### src/rtl/pipe_hazard_ctrl_pkg.sv
// Shared definitions for the pipeline hazard controller: state encodings,
// the bundled control word and the register-match helper.
package pipe_hazard_ctrl_pkg;

  typedef enum logic [1:0] {
    RUN  = 2'd0,
    MEMW = 2'd1,
    DIVW = 2'd2,
    EXC  = 2'd3
  } hz_state_t;

  typedef struct packed {
    logic pc_wen;
    logic if_id_wen;
    logic if_id_flush;
    logic id_ex_wen;
    logic id_ex_flush;
    logic id_ex_bp_flush;
    logic ex_mem_wen;
    logic ex_mem_flush;
    logic div_cancel;
  } hz_ctrl_t;

  localparam hz_ctrl_t CTRL_OFF      = hz_ctrl_t'(9'b0_0_0_0_0_0_0_0_0);
  localparam hz_ctrl_t CTRL_RUN      = hz_ctrl_t'(9'b1_1_0_1_0_0_1_0_0);
  localparam hz_ctrl_t CTRL_LOAD_USE = hz_ctrl_t'(9'b0_0_0_1_1_0_1_0_0);
  localparam hz_ctrl_t CTRL_MISPRED  = hz_ctrl_t'(9'b1_1_1_1_1_1_1_0_0);
  localparam hz_ctrl_t CTRL_DIV_WAIT = hz_ctrl_t'(9'b0_0_0_0_0_0_1_1_0);
  localparam hz_ctrl_t CTRL_DIV_DONE = hz_ctrl_t'(9'b0_0_0_0_0_0_1_0_0);
  localparam hz_ctrl_t CTRL_REDIRECT = hz_ctrl_t'(9'b1_1_1_1_1_1_1_1_0);
  localparam hz_ctrl_t CTRL_EXC_HOLD = hz_ctrl_t'(9'b0_1_1_1_1_1_1_1_0);

  localparam logic [31:0] STALL_MAX = 32'hFFFF_FFFF;

  function automatic logic reg_hit(input logic [4:0] ex_d, input logic [4:0] id_r,
                                   input logic ren);
    return ren && (id_r == ex_d);
  endfunction

endpackage

### src/rtl/pipe_hazard_ctrl_load_use_detect.sv
// Load-use comparator: flags an ID instruction that reads the destination
// of a load currently in EX. r0 never creates a hazard.
module load_use_detect
  import pipe_hazard_ctrl_pkg::*;
(
  input  logic       ex_valid,
  input  logic       ex_is_load,
  input  logic [4:0] ex_reg_d,
  input  logic [4:0] id_reg_j,
  input  logic [4:0] id_reg_k,
  input  logic [4:0] id_reg_d,
  input  logic       id_reg_j_ren,
  input  logic       id_reg_k_ren,
  input  logic       id_reg_d_ren,
  output logic       hazard
);

  logic any_hit;

  assign any_hit = reg_hit(ex_reg_d, id_reg_j, id_reg_j_ren)
                || reg_hit(ex_reg_d, id_reg_k, id_reg_k_ren)
                || reg_hit(ex_reg_d, id_reg_d, id_reg_d_ren);

  assign hazard = ex_valid && ex_is_load && (ex_reg_d != 5'd0) && any_hit;

endmodule

### src/rtl/pipe_hazard_ctrl.sv
// Pipeline hazard controller: sole source of stage-register wen/flush and pc_wen.
// state | meaning
// RUN   | normal flow; resolves exception, mispredict, mem wait, divide start, load-use
// MEMW  | data-RAM wait; behaves exactly like RUN (mem_busy freezes, falling edge resumes)
// DIVW  | multi-cycle divide in flight; upstream frozen, bubbles into MEM
// EXC   | exception drain; every stage flushed for EXC_HOLD cycles
module pipe_hazard_ctrl
  import pipe_hazard_ctrl_pkg::*;
#(
  parameter int unsigned DIV_MAX_CYCLES = 33,
  parameter int unsigned EXC_HOLD       = 2
) (
  input  logic        clk,
  input  logic        rst,
  input  logic [4:0]  id_reg_j,
  input  logic [4:0]  id_reg_k,
  input  logic [4:0]  id_reg_d,
  input  logic        id_reg_j_ren,
  input  logic        id_reg_k_ren,
  input  logic        id_reg_d_ren,
  input  logic        ex_valid,
  input  logic        ex_is_load,
  input  logic [4:0]  ex_reg_d,
  input  logic        ex_div_start,
  input  logic        ex_div_done,
  input  logic        ex_mispredict,
  input  logic        mem_busy,
  input  logic        wb_exception,
  output logic        pc_wen,
  output logic        if_id_wen,
  output logic        if_id_flush,
  output logic        id_ex_wen,
  output logic        id_ex_flush,
  output logic        id_ex_bp_flush,
  output logic        ex_mem_wen,
  output logic        ex_mem_flush,
  output logic        div_cancel,
  output logic        div_timeout_err,
  output logic [31:0] stall_cnt
);

  localparam logic [7:0] DIV_LAST = 8'(DIV_MAX_CYCLES - 1);
  localparam logic [3:0] EXC_LOAD = 4'(EXC_HOLD - 1);
  localparam hz_state_t  EXC_NEXT = (EXC_HOLD > 1) ? EXC : RUN;

  hz_state_t  state;
  logic [7:0] div_cnt;
  logic [3:0] exc_cnt;
  logic       lu_hazard;
  hz_ctrl_t   ctrl;

  load_use_detect u_load_use (
    .ex_valid     (ex_valid),
    .ex_is_load   (ex_is_load),
    .ex_reg_d     (ex_reg_d),
    .id_reg_j     (id_reg_j),
    .id_reg_k     (id_reg_k),
    .id_reg_d     (id_reg_d),
    .id_reg_j_ren (id_reg_j_ren),
    .id_reg_k_ren (id_reg_k_ren),
    .id_reg_d_ren (id_reg_d_ren),
    .hazard       (lu_hazard)
  );

  always_comb begin
    ctrl = CTRL_RUN;
    if (rst) begin
      ctrl = CTRL_OFF;
    end else begin
      case (state)
        RUN, MEMW: begin
          if (wb_exception)       ctrl = CTRL_REDIRECT;
          else if (ex_mispredict) ctrl = CTRL_MISPRED;
          else if (mem_busy)      ctrl = CTRL_OFF;
          else if (ex_div_start)  ctrl = CTRL_DIV_WAIT;
          else if (lu_hazard)     ctrl = CTRL_LOAD_USE;
        end
        DIVW: begin
          if (wb_exception) begin
            ctrl            = CTRL_REDIRECT;
            ctrl.div_cancel = 1'b1;
          end else if (ex_div_done) begin
            ctrl = CTRL_DIV_DONE;
          end else if (div_cnt == DIV_LAST) begin
            ctrl            = CTRL_DIV_WAIT;
            ctrl.div_cancel = 1'b1;
          end else begin
            ctrl = CTRL_DIV_WAIT;
          end
        end
        EXC: begin
          ctrl = wb_exception ? CTRL_REDIRECT : CTRL_EXC_HOLD;
        end
      endcase
    end
  end

  assign pc_wen         = ctrl.pc_wen;
  assign if_id_wen      = ctrl.if_id_wen;
  assign if_id_flush    = ctrl.if_id_flush;
  assign id_ex_wen      = ctrl.id_ex_wen;
  assign id_ex_flush    = ctrl.id_ex_flush;
  assign id_ex_bp_flush = ctrl.id_ex_bp_flush;
  assign ex_mem_wen     = ctrl.ex_mem_wen;
  assign ex_mem_flush   = ctrl.ex_mem_flush;
  assign div_cancel     = ctrl.div_cancel;

  always_ff @(posedge clk) begin
    if (rst) begin
      state           <= RUN;
      div_cnt         <= '0;
      exc_cnt         <= '0;
      div_timeout_err <= 1'b0;
      stall_cnt       <= '0;
    end else begin
      if (!ctrl.pc_wen && (stall_cnt != STALL_MAX)) stall_cnt <= stall_cnt + 32'd1;
      case (state)
        RUN, MEMW: begin
          if (wb_exception) begin
            exc_cnt <= EXC_LOAD;
            state   <= EXC_NEXT;
          end else if (ex_mispredict) begin
            state <= RUN;
          end else if (mem_busy) begin
            state <= MEMW;
          end else if (ex_div_start) begin
            div_cnt <= '0;
            state   <= DIVW;
          end else begin
            state <= RUN;
          end
        end
        DIVW: begin
          div_cnt <= div_cnt + 8'd1;
          if (wb_exception) begin
            exc_cnt <= EXC_LOAD;
            state   <= EXC_NEXT;
          end else if (ex_div_done) begin
            state <= RUN;
          end else if (div_cnt == DIV_LAST) begin
            div_timeout_err <= 1'b1;
            state           <= RUN;
          end
        end
        EXC: begin
          if (wb_exception) begin
            exc_cnt <= EXC_LOAD;
            state   <= EXC_NEXT;
          end else if (exc_cnt == 4'd0) begin
            state <= RUN;
          end else begin
            exc_cnt <= exc_cnt - 4'd1;
          end
        end
        default: state <= RUN;
      endcase
    end
  end

endmodule

### config.mk
export PLATFORM = sky130hd
export DESIGN_NAME = pipe_hazard_ctrl
export DESIGN_NICKNAME = d
export VERILOG_FILES = /design/src/rtl/pipe_hazard_ctrl_pkg.sv /design/src/rtl/pipe_hazard_ctrl_load_use_detect.sv /design/src/rtl/pipe_hazard_ctrl.sv
export SDC_FILE = /design/constraint.sdc
export NUM_CORES = 1
export LEC_CHECK = 0
export ABC_AREA = 1
export ABC_CLOCK_PERIOD_IN_PS = 3880
export CAP_MARGIN = 15
export CORE_UTILIZATION = 38
export DETAILED_ROUTE_END_ITERATION = 8
export GPL_TIMING_DRIVEN = 0
export REMOVE_ABC_BUFFERS = 1
export SLEW_MARGIN = 20
export SYNTH_ARGS = -nofsm -noshare
export SYNTH_HDL_FRONTEND = slang
export SYNTH_SLANG_ARGS = --single-unit
### constraint.sdc
create_clock -name clk -period 3.88 [get_ports clk]
set_clock_uncertainty 0.15 [all_clocks]
set_input_delay 0.776 -clock clk [delete_from_list [all_inputs] [get_ports clk]]
set_output_delay 0.776 -clock clk [all_outputs]
set_load 0.1 [all_outputs]
==> impl_metrics.env, run 1 <==
export IMPL_end_kind="output pin"
export IMPL_slew_violations=0
export IMPL_antenna_found_initial=0
export IMPL_start_util_pct=39.0
export IMPL_io_buffers=73
export IMPL_synth_seq_cells=47
export IMPL_hold_violations=0
export IMPL_vdd_drop_max_mv=0.204
export IMPL_instances_no_fill=681
export IMPL_min_period_ns=3.74
export IMPL_slowest_stage="dlygate4sd2_1"
export IMPL_syn_area_mm2=0.00319
export IMPL_avgSynthCellArea_um2=6.25
export IMPL_status="completed"
export IMPL_dp_cells=673
export IMPL_grt_pass1_vias=3100
export IMPL_die_w_um=93.6
export IMPL_postPlaceCellArea_mm2=0.00395
export IMPL_clockPowerShare_pct=37.6
export IMPL_drt_wl_total_um=8190
export IMPL_cts_tree="yes"
export IMPL_critPathLaunchType="primary input"
export IMPL_row_count=33
export IMPL_area_delta_synth_final_pct=27.9
export IMPL_postSynthCellCount=510
export IMPL_yosys_warnings=0
export IMPL_final_setup_worst_slack_ns=0.141
export IMPL_core_area_mm2=0.00818
export IMPL_clk_path_buf_depth=2
export IMPL_numCtsBuffers=5
export IMPL_holdCritPathClass="flip-flop to flip-flop"
export IMPL_critical_path_top_delay_family="buffers and inverters"
export IMPL_path_clk_slew_ns=0.09
export IMPL_period_share_pct=96.4
export IMPL_cpPeakStageDelay_ns=0.89
export IMPL_p_int_mw=0.811
export IMPL_p_leak_nw=1.58
export IMPL_dr_pass1_iters=4
export IMPL_p_switching_mw=0.337
export IMPL_drt_wirelength_per_cell_um=12.0
export IMPL_relSlewSlack_pct=32.7
export IMPL_combinationalPowerShare_pct=19.2
export IMPL_drive_gt1_share_pct=5.21
export IMPL_path_buf_inv=3
export IMPL_ys_seq_area_share_pct=29.5
export IMPL_swShare_pct=29.4
export IMPL_synth_cell_type_count=37
export IMPL_grt_max_degree=41
export IMPL_nFillCells=838
export IMPL_vias=3294
export IMPL_cts_htree_levels=2
export IMPL_die_area_mm2=0.00876
export IMPL_crit_chain="clkdlybuf4s50_1 -> nor2_1 -> nand2_1 -> inv_1 -> nor3_1 -> dlygate4sd2_1"
export IMPL_overflow=0
export IMPL_power_density_mw_per_mm2=282
export IMPL_p_total_mw=1.15
export IMPL_fp_dieH_um=93.6
export IMPL_drv_cap=0
export IMPL_place_gp_congestion=0.825
export IMPL_dr_first_iter_drc_count=103
export IMPL_place_detailed_hpwl_um=6150
export IMPL_utilization_pct=49.9
export IMPL_dp_slack_ns=-0.599
export IMPL_fmax_mhz=267
export IMPL_cp_arrival_ns=2.81
export IMPL_critPathMaxFanout=8
export IMPL_rsz0062_at_grt="false"
export IMPL_setup_violations_final=0
export IMPL_io_pin_count=74
export IMPL_vias_per_cell=4.84
export IMPL_cts_root_buf="clkbuf_8"
export IMPL_track_usage_pct=19.9
export IMPL_ctsHoldBuffers=0
export IMPL_nNetsFinal=612
export IMPL_pwr_share_seq_pct=43.3
export IMPL_criticalPathCategory="primary input to output pin"
export IMPL_clk_latency_ns=0.30
export IMPL_critPathRequiredTime_ns=2.95
export IMPL_diodes=0
export IMPL_final_area_mm2=0.00408
export IMPL_tightest_slew_ns=1.01
export IMPL_grt_pass1_wl_um=14000
export IMPL_drc_errors=0
export IMPL_clock_sinks=47
export IMPL_ant_nets=0
==> power groups by stage <==
stage	logic, mW	clock network (mW)	registers (mW)
6_report	0.220	0.431	0.497
5_1_grt	0.239	0.460	0.498
4_1_cts	0.221	0.442	0.497
3_5_place_dp	0.225	0	0.508
3_3_place_gp	0.225	0	0.508
2_1_floorplan	0.124	0	0.527
==> stage by stage <==
step,TNS (ns),hold WS (ns)
after floorplan,-8.99,0.293
after global placement,-28.01,0.292
after detailed placement,-2.57,0.296
after CTS,-0.120,0.315
after global routing,0,0.340
final,0,0.309
==> cell usage in the layout (no fill, tap or decap), types with 11 or more instances in the layout <==
cell type        count
a21oi_1             40
clkdlybuf4s50_1     63
dfxtp_1             47
inv_1               59
nand2_1            147
nand3_1             48
nor2_1              56
nor3_1              22
xnor2_1             11
xor2_1              17
==> worst register-to-register path, delay by kind of cell (launching register included) <==
| family | cells | cell delay, ns |
|---|---|---|
| simple gates | 5 | 1.19 |
| flops | 1 | 0.47 |
| fa+ha+maj | 1 | 0.27 |
| buf+inv | 2 | 0.23 |
| compound gates | 1 | 0.14 |
==> state kept, by name, indices dropped and copies added, names as in the netlist <==
name / cells
div_cnt: 8
state: 2
stall_cnt: 32
div_timeout_err: 1
exc_cnt: 4
==> synthesized netlist by cell type <==
cell / instances / area (um2)
a211oi_1: 2 / 15.0
a21boi_0: 1 / 7.51
a21oi_1: 40 / 200
a221oi_1: 1 / 8.76
a31oi_1: 1 / 6.26
buf_2: 4 / 20.0
buf_4: 4 / 30.0
buf_6: 3 / 33.8
clkbuf_1: 4 / 15.0
dfxtp_1: 47 / 941
ha_1: 5 / 62.6
inv_1: 59 / 221
inv_2: 6 / 22.5
nand2_1: 147 / 552
nand2_2: 1 / 6.26
nand2_4: 2 / 22.5
nand3_1: 48 / 240
nand3_2: 2 / 20.0
nand3_4: 1 / 17.5
nand3b_1: 2 / 15.0
nand4_1: 6 / 37.5
nor2_1: 56 / 210
nor2_2: 1 / 6.26
nor2_4: 1 / 11.3
nor3_1: 22 / 110
nor3_2: 2 / 20.0
nor3b_1: 2 / 15.0
nor4_1: 1 / 6.26
o211ai_1: 1 / 7.51
o21a_1: 1 / 7.51
o21ai_0: 4 / 20.0
o21ai_1: 1 / 5.00
o221ai_1: 1 / 8.76
o31ai_1: 2 / 15.0
or2_2: 1 / 6.26
xnor2_1: 11 / 96.3
xor2_1: 17 / 149
==> timing repair <==
item                       CTS  global route
gates resized for setup     18             8
setup endpoints to repair    9             3
setup buffers                0             0
==> logic make-up after synthesis <==
family,Yosys count,share of synthesized area [%]
xor gates and xnor gates,28,7.69
AOI/OAI and AO/OA,55,9.45
buffers and inverters,80,10.7
and+or+nand+nor,295,40.6
adders and majority gates,5,1.96
DFF,47,29.5
==> metal layers <==
layer | up-vias | wire length, um | GRT usage, %
li1 | 1753 | - | -
met1 | 1459 | 3870 | 25.2
met4 | 0 | 106 | 4.62
met2 | 71 | 3830 | 34.9
met3 | 11 | 381 | 3.50
met5 | - | 0 | 0
==> area by class of cell <==
cell class                 instances  area (um2)  area share [%]
timing repair buffer              73         711            17.4
multi-input combinational        383        1910            46.9
inverter                          65         244            5.98
sequential                        47         941            23.1
tap                              105         131            3.22
clock inverter                     3        67.6            1.66
clock buffer                       5        68.8            1.69
==> worst paths after layout <==
check                   from               to  slack [ns]  cells past startpoint
max             wb_exception      if_id_flush        0.14                      6
min          div_timeout_err  div_timeout_err        0.31                      2
max reg2reg     stall_cnt[0]     stall_cnt[8]        1.36                      9
min reg2reg  div_timeout_err  div_timeout_err        0.31                      2
Note: power is estimated with default switching activity, not from simulation.
==> run 2: changes to the inputs <==
--- a/config.mk
+++ b/config.mk
@@ -11,6 +11,7 @@
 export CORE_UTILIZATION = 38
 export DETAILED_ROUTE_END_ITERATION = 8
 export GPL_TIMING_DRIVEN = 0
+export PLACE_DENSITY = 0.73
 export REMOVE_ABC_BUFFERS = 1
 export SLEW_MARGIN = 20
 export SYNTH_ARGS = -nofsm -noshare
==> run 2 against run 1 <==
Clock power decreased by 3%. Die area unchanged. Flip-flop and latch count unchanged. Largest power group unchanged. Sequential power about the same. Final cell count stayed put. Highest routed layer unchanged. Largest cell class unchanged. Critical path type unchanged.
==> impl_metrics.env, run 2 (synthesis gave the netlist of run 1 again) <==
export IMPL_swShare_pct=28.3
export IMPL_combinationalPowerShare_pct=19.3
export IMPL_tightest_slew_ns=0.999
export IMPL_nFillCells=835
export IMPL_clk_path_buf_depth=2
export IMPL_place_detailed_hpwl_um=6020
export IMPL_nNetsFinal=612
export IMPL_final_common_cell="nand2_1"
export IMPL_row_count=33
export IMPL_numCtsBuffers=5
export IMPL_io_buffers=73
export IMPL_diodes=0
export IMPL_slew_violations=0
export IMPL_clockPowerShare_pct=36.8
export IMPL_drv_cap=0
export IMPL_die_w_um=93.6
export IMPL_hold_violations=0
export IMPL_rsz0062_at_grt="false"
export IMPL_cp_arrival_ns=2.83
export IMPL_area_delta_synth_final_pct=27.4
export IMPL_critPathRequiredTime_ns=2.95
export IMPL_regMostFlops="stall_cnt"
export IMPL_rr_worst_depth=9
export IMPL_critPathLaunchType="primary input"
export IMPL_grt_pass1_wl_um=13900
export IMPL_place_gp_congestion=0.875
export IMPL_drt_wirelength_per_cell_um=11.8
export IMPL_p_int_mw=0.811
export IMPL_final_setup_tns_ns=0
export IMPL_path_clk_slew_ns=0.09
export IMPL_end_kind="output pin"
export IMPL_critPathMaxFanout=8
export IMPL_final_cell_mix="nand2_1 (147), clkdlybuf4s50_1 (64), inv_1 (59)"
export IMPL_worstReg2RegEnd="stall_cnt[18]"
export IMPL_critical_path_startpoint="wb_exception"
export IMPL_cp_endpoint="id_ex_bp_flush"
export IMPL_vdd_drop_max_mv=0.152
export IMPL_fp_dieH_um=93.6
export IMPL_top_regs="stall_cnt: 32 flops, div_cnt: 8 flops, exc_cnt: 4 flops"
export IMPL_largest_register_ffs=32
export IMPL_criticalPathCategory="primary input to output pin"
export IMPL_pwr_share_seq_pct=43.9
export IMPL_cts_htree_levels=2
export IMPL_antenna_found_initial=0
export IMPL_dp_cells=673
export IMPL_core_area_mm2=0.00818
export IMPL_clk_latency_ns=0.29
export IMPL_relSlewSlack_pct=33.2
export IMPL_power_density_mw_per_mm2=279
export IMPL_ant_nets=0
export IMPL_fmax_mhz=266
export IMPL_period_share_pct=96.7
export IMPL_cts_root_buf="clkbuf_8"
export IMPL_dr_first_iter_drc_count=177
export IMPL_r2r_start="stall_cnt[0]"
export IMPL_utilization_pct=49.7
export IMPL_start_util_pct=39.0
export IMPL_grt_max_degree=41
export IMPL_instances_no_fill=681
export IMPL_drive_gt1_share_pct=5.03
export IMPL_clock_sinks=47
export IMPL_die_area_mm2=0.00876
export IMPL_overflow=0
export IMPL_vias=3404
export IMPL_dr_pass1_iters=4
export IMPL_p_leak_nw=1.58
export IMPL_holdCritPathClass="flip-flop to flip-flop"
export IMPL_cts_tree="yes"
export IMPL_p_total_mw=1.13
export IMPL_min_period_ns=3.75
export IMPL_status="completed"
export IMPL_setup_violations_final=0
export IMPL_ctsHoldBuffers=0
export IMPL_grt_pass1_vias=3179
export IMPL_drt_wl_total_um=8040
export IMPL_track_usage_pct=19.4
export IMPL_drc_errors=0
export IMPL_regToRegSetupSlack_ns=1.32
export IMPL_io_pin_count=74
export IMPL_vias_per_cell=5.00
export IMPL_p_switching_mw=0.321
## run 2: worst min-delay path by stage
stage	slack, ns	cells after the start	to	start
final	0.32	2	div_timeout_err	div_timeout_err
after global routing	0.33	2	div_timeout_err	div_timeout_err
after detailed placement	0.30	2	div_timeout_err	div_timeout_err
after CTS	0.32	2	div_timeout_err	div_timeout_err
after floorplan	0.29	1	div_cnt[6]	div_cnt[6]
after global placement	0.30	2	div_timeout_err	div_timeout_err
## run 2: layer usage
metal,up-vias,track usage (%),routed length [um]
met3,16,2.68,409
met1,1524,23.8,3630
met5,-,0,0
li1,1754,-,-
met4,0,5.38,110
met2,110,34.9,3890
## run 2: what timing repair did
item,in CTS,in global routing
setup buffers,0,0
endpoints found under the setup margin,9,3
pin swaps,0,0
resized for setup,16,5
## run 2: cell type report
cell class / instances / area, um2 / share of cell area (%)
Inverter: 65 / 244 / 6.00
Clock inverter: 2 / 60.1 / 1.48
Sequential cell: 47 / 941 / 23.2
Timing Repair Buffer: 73 / 709 / 17.5
Clock buffer: 6 / 72.6 / 1.79
Multi-Input combinational cell: 383 / 1910 / 46.9
Tap cell: 105 / 131 / 3.23
## run 2: power by group through the flow
stage | Combinational, mW | Sequential [mW] | Clock, mW
global route | 0.237 | 0.499 | 0.450
floorplan | 0.124 | 0.527 | 0
CTS | 0.220 | 0.497 | 0.427
global placement | 0.221 | 0.508 | 0
detailed placement | 0.223 | 0.508 | 0
finish | 0.218 | 0.497 | 0.416
## run 2: metrics by stage
| stage | setup WS [ns] | cell area [um2] | hold WS, ns |
|---|---|---|---|
| after floorplan | -2.71 | 3090 | 0.293 |
| after global placement | -1.60 | 3950 | 0.296 |
| after detailed placement | -0.564 | 3950 | 0.298 |
| after CTS | -0.119 | 4080 | 0.320 |
| after global routing | 0.0111 | 4060 | 0.333 |
| final | 0.126 | 4060 | 0.316 |
## run 2: worst max-delay path, cell delays in order
cell,delay (ns)
clkdlybuf4s50_1,0.64
nor2_1,0.12
nand2_1,0.10
inv_1,0.08
nor3_1,0.23
dlygate4sd2_1,0.89
